===== config.mk =====
export PLATFORM = sky130hd
export DESIGN_NAME = ex_mem_stage
export DESIGN_NICKNAME = d
export VERILOG_FILES = /design/src/rtl/ex_mem_stage.sv
export SDC_FILE = /design/constraint.sdc
export NUM_CORES = 1
export LEC_CHECK = 0
export CORE_MARGIN = 1
export CORE_UTILIZATION = 46
export DETAILED_ROUTE_END_ITERATION = 10
export HOLD_SLACK_MARGIN = 0.08
export PLACE_DENSITY = 0.85
export SYNTH_ARGS = -nofsm -noshare
export SYNTH_HDL_FRONTEND = slang
export SYNTH_SLANG_ARGS = --single-unit

===== constraint.sdc =====
create_clock -name clk -period 3 [get_ports clk]
set_input_delay 0.3 -clock clk [delete_from_list [all_inputs] [get_ports clk]]
set_output_delay 0.3 -clock clk [all_outputs]
set_load 0.05 [all_outputs]

===== src/rtl/ex_mem_stage.sv =====
// rtl/ex_mem_stage.sv - EX/MEM pipeline register fused with the data-memory access controller
//
// Captures EX results and control into the EX/MEM register, runs the data
// memory request/acknowledge handshake (with a bounded wait and a sticky
// timeout flag), stalls upstream stages while an access is outstanding, and
// produces the MEM/WB register for write-back.
//
// Ports:
//   clk, reset_n          clock (posedge), asynchronous active-low reset
//   ex_*                  EX stage instruction, result and control
//   d_ack, d_data_in      data memory completion and read data
//   d_readM, d_writeM     data memory request strobes
//   d_address, d_data_out data memory address and store data
//   mem_stall             freeze PC, IF/ID, ID/EX this cycle
//   fwd_*                 EX/MEM contents for the forwarding unit
//   wb_*                  MEM/WB register contents
//   mem_error             sticky memory timeout flag
module ex_mem_stage #(
    parameter int WORD_SIZE = 16,
    parameter int MAX_WAIT  = 15
) (
    input  logic                 clk,
    input  logic                 reset_n,
    input  logic                 ex_valid,
    input  logic [WORD_SIZE-1:0] ex_PC,
    input  logic [WORD_SIZE-1:0] ex_alu_result,
    input  logic [WORD_SIZE-1:0] ex_store_data,
    input  logic [1:0]           ex_rd,
    input  logic                 ex_MemRead,
    input  logic                 ex_MemWrite,
    input  logic                 ex_RegWrite,
    input  logic                 ex_MemtoReg,
    input  logic                 ex_is_wwd,
    input  logic                 d_ack,
    input  logic [WORD_SIZE-1:0] d_data_in,
    output logic                 d_readM,
    output logic                 d_writeM,
    output logic [WORD_SIZE-1:0] d_address,
    output logic [WORD_SIZE-1:0] d_data_out,
    output logic                 mem_stall,
    output logic [1:0]           fwd_rd,
    output logic                 fwd_RegWrite,
    output logic [WORD_SIZE-1:0] fwd_data,
    output logic                 wb_valid,
    output logic                 wb_RegWrite,
    output logic                 wb_is_wwd,
    output logic [1:0]           wb_rd,
    output logic [WORD_SIZE-1:0] wb_data,
    output logic [WORD_SIZE-1:0] wb_PC,
    output logic                 mem_error
);

    typedef enum logic {
        S_IDLE,
        S_ACCESS
    } state_t;

    localparam logic [7:0] WAIT_LAST = 8'(MAX_WAIT - 1);

    state_t               state;
    state_t               state_nxt;
    logic [7:0]           wait_cnt;
    logic [7:0]           wait_cnt_nxt;
    logic                 timeout_now;
    logic                 start_access;

    logic                 m_valid;
    logic [WORD_SIZE-1:0] m_PC;
    logic [WORD_SIZE-1:0] m_alu_result;
    logic [WORD_SIZE-1:0] m_store_data;
    logic [1:0]           m_rd;
    logic                 m_MemRead;
    logic                 m_MemWrite;
    logic                 m_RegWrite;
    logic                 m_MemtoReg;
    logic                 m_is_wwd;

    // A timed-out access ends this edge exactly as if it had been acked,
    // so the stall is released in the same cycle the timeout is detected.
    assign timeout_now  = (state == S_ACCESS) && !d_ack && (wait_cnt == WAIT_LAST);
    assign mem_stall    = (state == S_ACCESS) && !d_ack && !timeout_now;
    assign start_access = ex_valid && (ex_MemRead || ex_MemWrite);

    // Read wins when both Mem bits are set.
    assign d_readM      = (state == S_ACCESS) && m_MemRead;
    assign d_writeM     = (state == S_ACCESS) && m_MemWrite && !m_MemRead;
    assign d_address    = m_alu_result;
    assign d_data_out   = m_store_data;

    // Loads deliver data only at write-back, so they are never forwarded here.
    assign fwd_rd       = m_rd;
    assign fwd_RegWrite = m_valid && m_RegWrite && !m_MemtoReg;
    assign fwd_data     = m_alu_result;

    always_ff @(posedge clk or negedge reset_n) begin
        if (!reset_n) begin
            state    <= S_IDLE;
            wait_cnt <= '0;
        end else begin
            state    <= state_nxt;
            wait_cnt <= wait_cnt_nxt;
        end
    end

    // Whenever the stall is released the EX/MEM register reloads, so the
    // next state depends only on the newly captured instruction; this gives
    // back-to-back accesses with no IDLE gap.
    always_comb begin
        state_nxt    = state;
        wait_cnt_nxt = wait_cnt;
        if (mem_stall) begin
            wait_cnt_nxt = wait_cnt + 8'd1;
        end else if (start_access) begin
            state_nxt    = S_ACCESS;
            wait_cnt_nxt = '0;
        end else begin
            state_nxt    = S_IDLE;
            wait_cnt_nxt = '0;
        end
    end

    always_ff @(posedge clk or negedge reset_n) begin
        if (!reset_n) begin
            m_valid      <= 1'b0;
            m_PC         <= '0;
            m_alu_result <= '0;
            m_store_data <= '0;
            m_rd         <= '0;
            m_MemRead    <= 1'b0;
            m_MemWrite   <= 1'b0;
            m_RegWrite   <= 1'b0;
            m_MemtoReg   <= 1'b0;
            m_is_wwd     <= 1'b0;
            wb_valid     <= 1'b0;
            wb_RegWrite  <= 1'b0;
            wb_is_wwd    <= 1'b0;
            wb_rd        <= '0;
            wb_data      <= '0;
            wb_PC        <= '0;
            mem_error    <= 1'b0;
        end else begin
            if (!mem_stall) begin
                m_valid      <= ex_valid;
                m_PC         <= ex_PC;
                m_alu_result <= ex_alu_result;
                m_store_data <= ex_store_data;
                m_rd         <= ex_rd;
                m_MemRead    <= ex_MemRead;
                m_MemWrite   <= ex_MemWrite;
                m_RegWrite   <= ex_RegWrite;
                m_MemtoReg   <= ex_MemtoReg;
                m_is_wwd     <= ex_is_wwd;
            end

            if (timeout_now) begin
                mem_error <= 1'b1;
            end

            if (mem_stall) begin
                wb_valid    <= 1'b0;
                wb_RegWrite <= 1'b0;
                wb_is_wwd   <= 1'b0;
            end else begin
                wb_valid    <= m_valid;
                wb_rd       <= m_rd;
                wb_PC       <= m_PC;
                wb_is_wwd   <= m_is_wwd;
                wb_RegWrite <= timeout_now ? 1'b0 : (m_valid && m_RegWrite);
            end

            if (timeout_now) begin
                wb_data <= '0;
            end else begin
                wb_data <= m_MemtoReg ? d_data_in : m_alu_result;
            end
        end
    end

endmodule

## Yosys cells after proc, flatten, opt, wreduce, memory -nomap -nowiden

Index checks and enable logic that the tools add are counted.

| operators by class | value |
|---|---|
| add/subtract/negate cells | 1 |
| multiply operators | 0 |
| div/mod/pow operators | 0 |
| magnitude comparators | 0 |
| equal/unequal tests | 1 |
| shifts and indexed selects | 0 |
| mux-type cells | 8 |
| bitwise operators | 0 |
| reductions and logical operators | 14 |

Operators with widths:

| kind | count |
|---|---|
| $mux 16 | 2 |
| $logic_and 1x1->1 | 9 |
| $add 8x1->8 const B | 1 |
| $eq 8x4->1 const B | 1 |
| $mux 8 | 1 |
| $mux 1 | 5 |
| $logic_not 1->1 | 4 |
| $logic_or 1x1->1 | 1 |

| word-level totals | value |
|---|---|
| register bits | 103 |
| bits in latches | 0 |
| memory bits (writable) | 0 |
| ROM bits | 0 |
| bits of input ports | 75 |
| output and inout bits | 92 |
| word-level logic and storage cells | 43 |
| memories | 0 |

## Depth between registers and ports, before layout

| depth | value |
|---|---|
| word-level depth | 6 |
| depth in mapped cells | 7 |

## Worst setup path before layout

OpenSTA, ideal clock, no wires.

| timing path | value |
|---|---|
| path kind | flip-flop to output port |
| start | register m_MemtoReg |
| end | output fwd_RegWrite |
| arrival time | 1.521 ns |
| required time | 2.700 ns |
| setup slack | 1.179 ns |
| cell stages (with the launch flop) | 4 |
| cells stage by stage | dfrtp_1 clkbuf_1 buf_2 nor2_1 |

| on the way | value |
|---|---|
| longest elaborated chain between the ends | 2 |

RTL lines:

| element | line | source |
|---|---|---|
| from (decl) | 75 | `logic m_MemtoReg;` |
| from (signal assigned) | 151 | `m_MemtoReg <= ex_MemtoReg;` |
| $logic_not 1->1 | 92 | `assign fwd_RegWrite = m_valid && m_RegWrite && !m_MemtoReg;` |
| $logic_and 1x1->1 | 92 |  |
| to (decl) | 42 | `output logic fwd_RegWrite,` |

Every way passes these cells.

## Worst setup path in the final report

| timing path | value |
|---|---|
| start | register wait_cnt[0] |
| end | output mem_stall |

| on the way | value |
|---|---|
| longest elaborated chain between the ends | 4 |

RTL lines:

| element | line | source |
|---|---|---|
| from (decl) | 62 | `logic [7:0] wait_cnt;` |
| from (signal assigned) | 101 | `wait_cnt <= wait_cnt_nxt;` |
| $eq 8x4->1 | 80 | `assign timeout_now = (state == S_ACCESS) && !d_ack && (wait_cnt == WAIT_LAST);` |
| $logic_and 1x1->1 | 80 |  |
| $logic_not 1->1 | 81 | `assign mem_stall = (state == S_ACCESS) && !d_ack && !timeout_now;` |
| $logic_and 1x1->1 | 81 |  |
| to (decl) | 40 | `output logic mem_stall,` |

Every way passes these cells.

==> impl_metrics.toml <==
[outcome]
status = "finished clean"

[setup_path]
reg2reg_setup_slack_ns = 0.93
path_buf_inv = 4
crit_top_cell = "buf_12"
r2r_start = "wait_cnt[0]"
crit_path_end_kind = "primary output"
regToRegEndpoint = "d_address[14]"
critical-path-max-stage-delay_ns = 0.44
crit_chain = "inv_1, ha_1, nand4b_1, o21ai_4, inv_2, buf_12, buf_12"
crit_end = "mem_stall"
r2r_cells = 6
crit_family = "buffers and inverters"
criticalPathCategory = "flip-flop to primary output"
cp_slowest_cell = "dfrtp_1"
cp_max_fo = 31
required_ns = 2.70
cp.depth = 7
cp-start-kind = "flip-flop"
critPathArrivalTime_ns = 2.06
crit_path_start = "wait_cnt[0]"

[cts]
cts_root_buffer = "clkbuf_8"
cts_setup_buffers = 0
cts_sinks = 103
cts_made_buffers = 9
cts.repair.resized = 0
path_clk_slew_ns = 0.10
cts_tree = "yes"
insertion_delay_ns = 0.36
htree_levels = 3
clock_path_buffers = 2

[grt]
grt-ovfl-total = 0
grt_max_degree = 68
track_usage = 0.190
grt_pass1_wl_um = 13300
grt_antenna_before_repair = 0
grt_pass1_vias = 2723

[cells_and_area]
layout-drive-gt1-share = 0.145
syn_to_final_growth_pct = 45.5
diodes = 0
fin_nets = 513
n_fill_cell = 639
post-route-util = 0.686

[sta]
slew_headroom = 0.455
worst_pin_slew_ns = 0.818
fmax_mhz = 424
drv_slew = 0
rsz0062_at_grt = "false"
period_needed_ns = 2.36
fin_crit_sh = 0.786
clock_skew_ns = 0.0141
final.setup.tns_ns = 0
hold_viol = 0
setup_viol = 0

[synth]
ys_async_sr_fraction = 1.00
synthTopCellsByArea = "dfrtp_1 63%, mux2_1 11%, mux2_2 9.6%, mux2i_1 3.9%, buf_4 2.9%"
synth_common_cells = "103 x dfrtp_1, 39 x mux2_1, 35 x mux2_2"
yosysTopAreaCellShare = 0.630
syn-num-nets = 356
synth_top_area_cell = "dfrtp_1"
synthCells = 279
synth_edf_count = 0
synth-warning-count = 0
yosysUniqueCellTypes = 30
synth_most_common_cell = "dfrtp_1"
seq_area_frac_synth = 0.630
synth_top_flop_cell = "dfrtp_1"
syn_avg_cell_area_sq_um = 14.7
synth_seq_cells = 103
synth_area_sq_mm = 0.00409

[route]
drc = 0
viasPerCell = 4.95
drtAntennaViolNets = 0
drt-initial-drc-count = 47
wl_um = 8700
wire_per_inst_um = 15.8
num_vias = 2719
drt_first_pass_iters = 4

[die]
rows = 34
die_w_um = 96.3
io_pins = 167
dieHeight_um = 96.3
start_util = 0.471
coreArea_sq_mm = 0.00868
dieArea_sq_mm = 0.00927

[pwr]
leakage_nw = 2.52
ir_drop_mv = 0.335
power.density_mw_per_mm2 = 595

[placement]
io_buffers = 166
hpwl_um = 6310
place.gp.congestion = 0.771

[worst_hold_path]
hold_class = "flip-flop to flip-flop"

[job]
max_cap_violations = 0
## repair_timing
action	4_1_cts	5_1_grt
endpoints found under the hold margin	65	0
setup endpoints to repair	0	0
hold buffers	1	0
## metal layers
| metal | up-vias | GRT usage | part of all wire | routed length (um) |
|---|---|---|---|---|
| li1 | 1254 | - | - | - |
| met1 | 1355 | 0.228 | 0.40 | 3460 |
| met2 | 105 | 0.331 | 0.51 | 4450 |
| met3 | 5 | 0.0521 | 0.086 | 750 |
| met4 | 0 | 0.0625 | 0.0054 | 47 |
| met5 | - | 0 | 0 | 0 |
## final cells by class
| cell class | count | area (sq um) | area share |
|---|---|---|---|
| Multi-Input combinational cell | 147 | 1320 | 0.221 |
| Clock inverter | 7 | 55.1 | 0.00925 |
| Timing Repair Buffer | 173 | 1740 | 0.292 |
| Tap cell | 108 | 135 | 0.0227 |
| Clock buffer | 9 | 124 | 0.0208 |
| Inverter | 2 | 7.51 | 0.00126 |
| Sequential cell | 103 | 2580 | 0.433 |
## flip-flops by register name, indices dropped and copies added, names as in the netlist
register     flops
d_data_out      16
state            1
m_RegWrite       1
wb_rd            2
m_is_wwd         1
fwd_rd           2
wait_cnt         8
m_valid          1
wb_is_wwd        1
mem_error        1
m_MemWrite       1
wb_PC           16
m_PC            16
wb_RegWrite      1
wb_data         16
wb_valid         1
m_MemRead        1
m_MemtoReg       1
d_address       16
## stage by stage
stage	total power, mW	setup slack [ns]	cells	hold slack, ns	cell area, sq um
floorplan	2.35	1.18	279	0.00441	4090
global placement	2.76	0.938	532	0.441	5760
detailed placement	2.79	0.890	532	0.451	5760
CTS	3.59	0.610	549	0.480	5950
global route	3.70	0.430	549	0.514	5950
finish	3.54	0.641	549	0.478	5950
## cells by family (layout without fill, tap and decap cells)
family,Yosys count,count (layout),synth area share
DFF,103,103,0.630
AOI/OAI and AO/OA,8,8,0.0113
muxes,90,90,0.243
buffers and inverters,29,191,0.0499
and+or+nand+nor,44,44,0.0532
adders and majority gates,2,2,0.00612
xor gates and xnor gates,3,3,0.00643
## worst register-to-register path: stages (launching register included)
cell      delay (ns)
dfrtp_1         0.45
inv_1           0.08
ha_1            0.14
nand4b_1        0.22
o21ai_4         0.21
buf_4           0.46
mux2_2          0.41
## power by group
group          internal, mW  switching (mW)
Combinational         0.438           0.697
Sequential             1.53          0.0802
Clock                 0.311           0.484
## worst min path at each step
| stage | cells after the start | slack (ns) | end | startpoint |
|---|---|---|---|---|
| floorplan | 0 | 0.004 | d_address[0] | reset_n |
| global placement | 1 | 0.44 | d_address[12] | reset_n |
| detailed placement | 1 | 0.45 | d_address[4] | reset_n |
| CTS | 1 | 0.48 | mem_error | mem_error |
| global route | 1 | 0.51 | wb_is_wwd | m_is_wwd |
| finish | 1 | 0.48 | mem_error | mem_error |
## placed cells by master, fill, tap and decap left out, types with 3 or more instances in the layout
| cell | instances |
|---|---|
| dfrtp_1 | 103 |
| clkdlybuf4s50_1 | 164 |
| a21oi_1 | 3 |
| and2_1 | 3 |
| mux2_2 | 35 |
| nor2_1 | 23 |
| nand3_1 | 4 |
| o21ai_0 | 3 |
| mux2_1 | 39 |
| inv_6 | 3 |
| nand2_1 | 4 |
| clkbuf_8 | 9 |
| mux2i_1 | 16 |
| buf_4 | 6 |
Power figures use the tool's default switching activity.
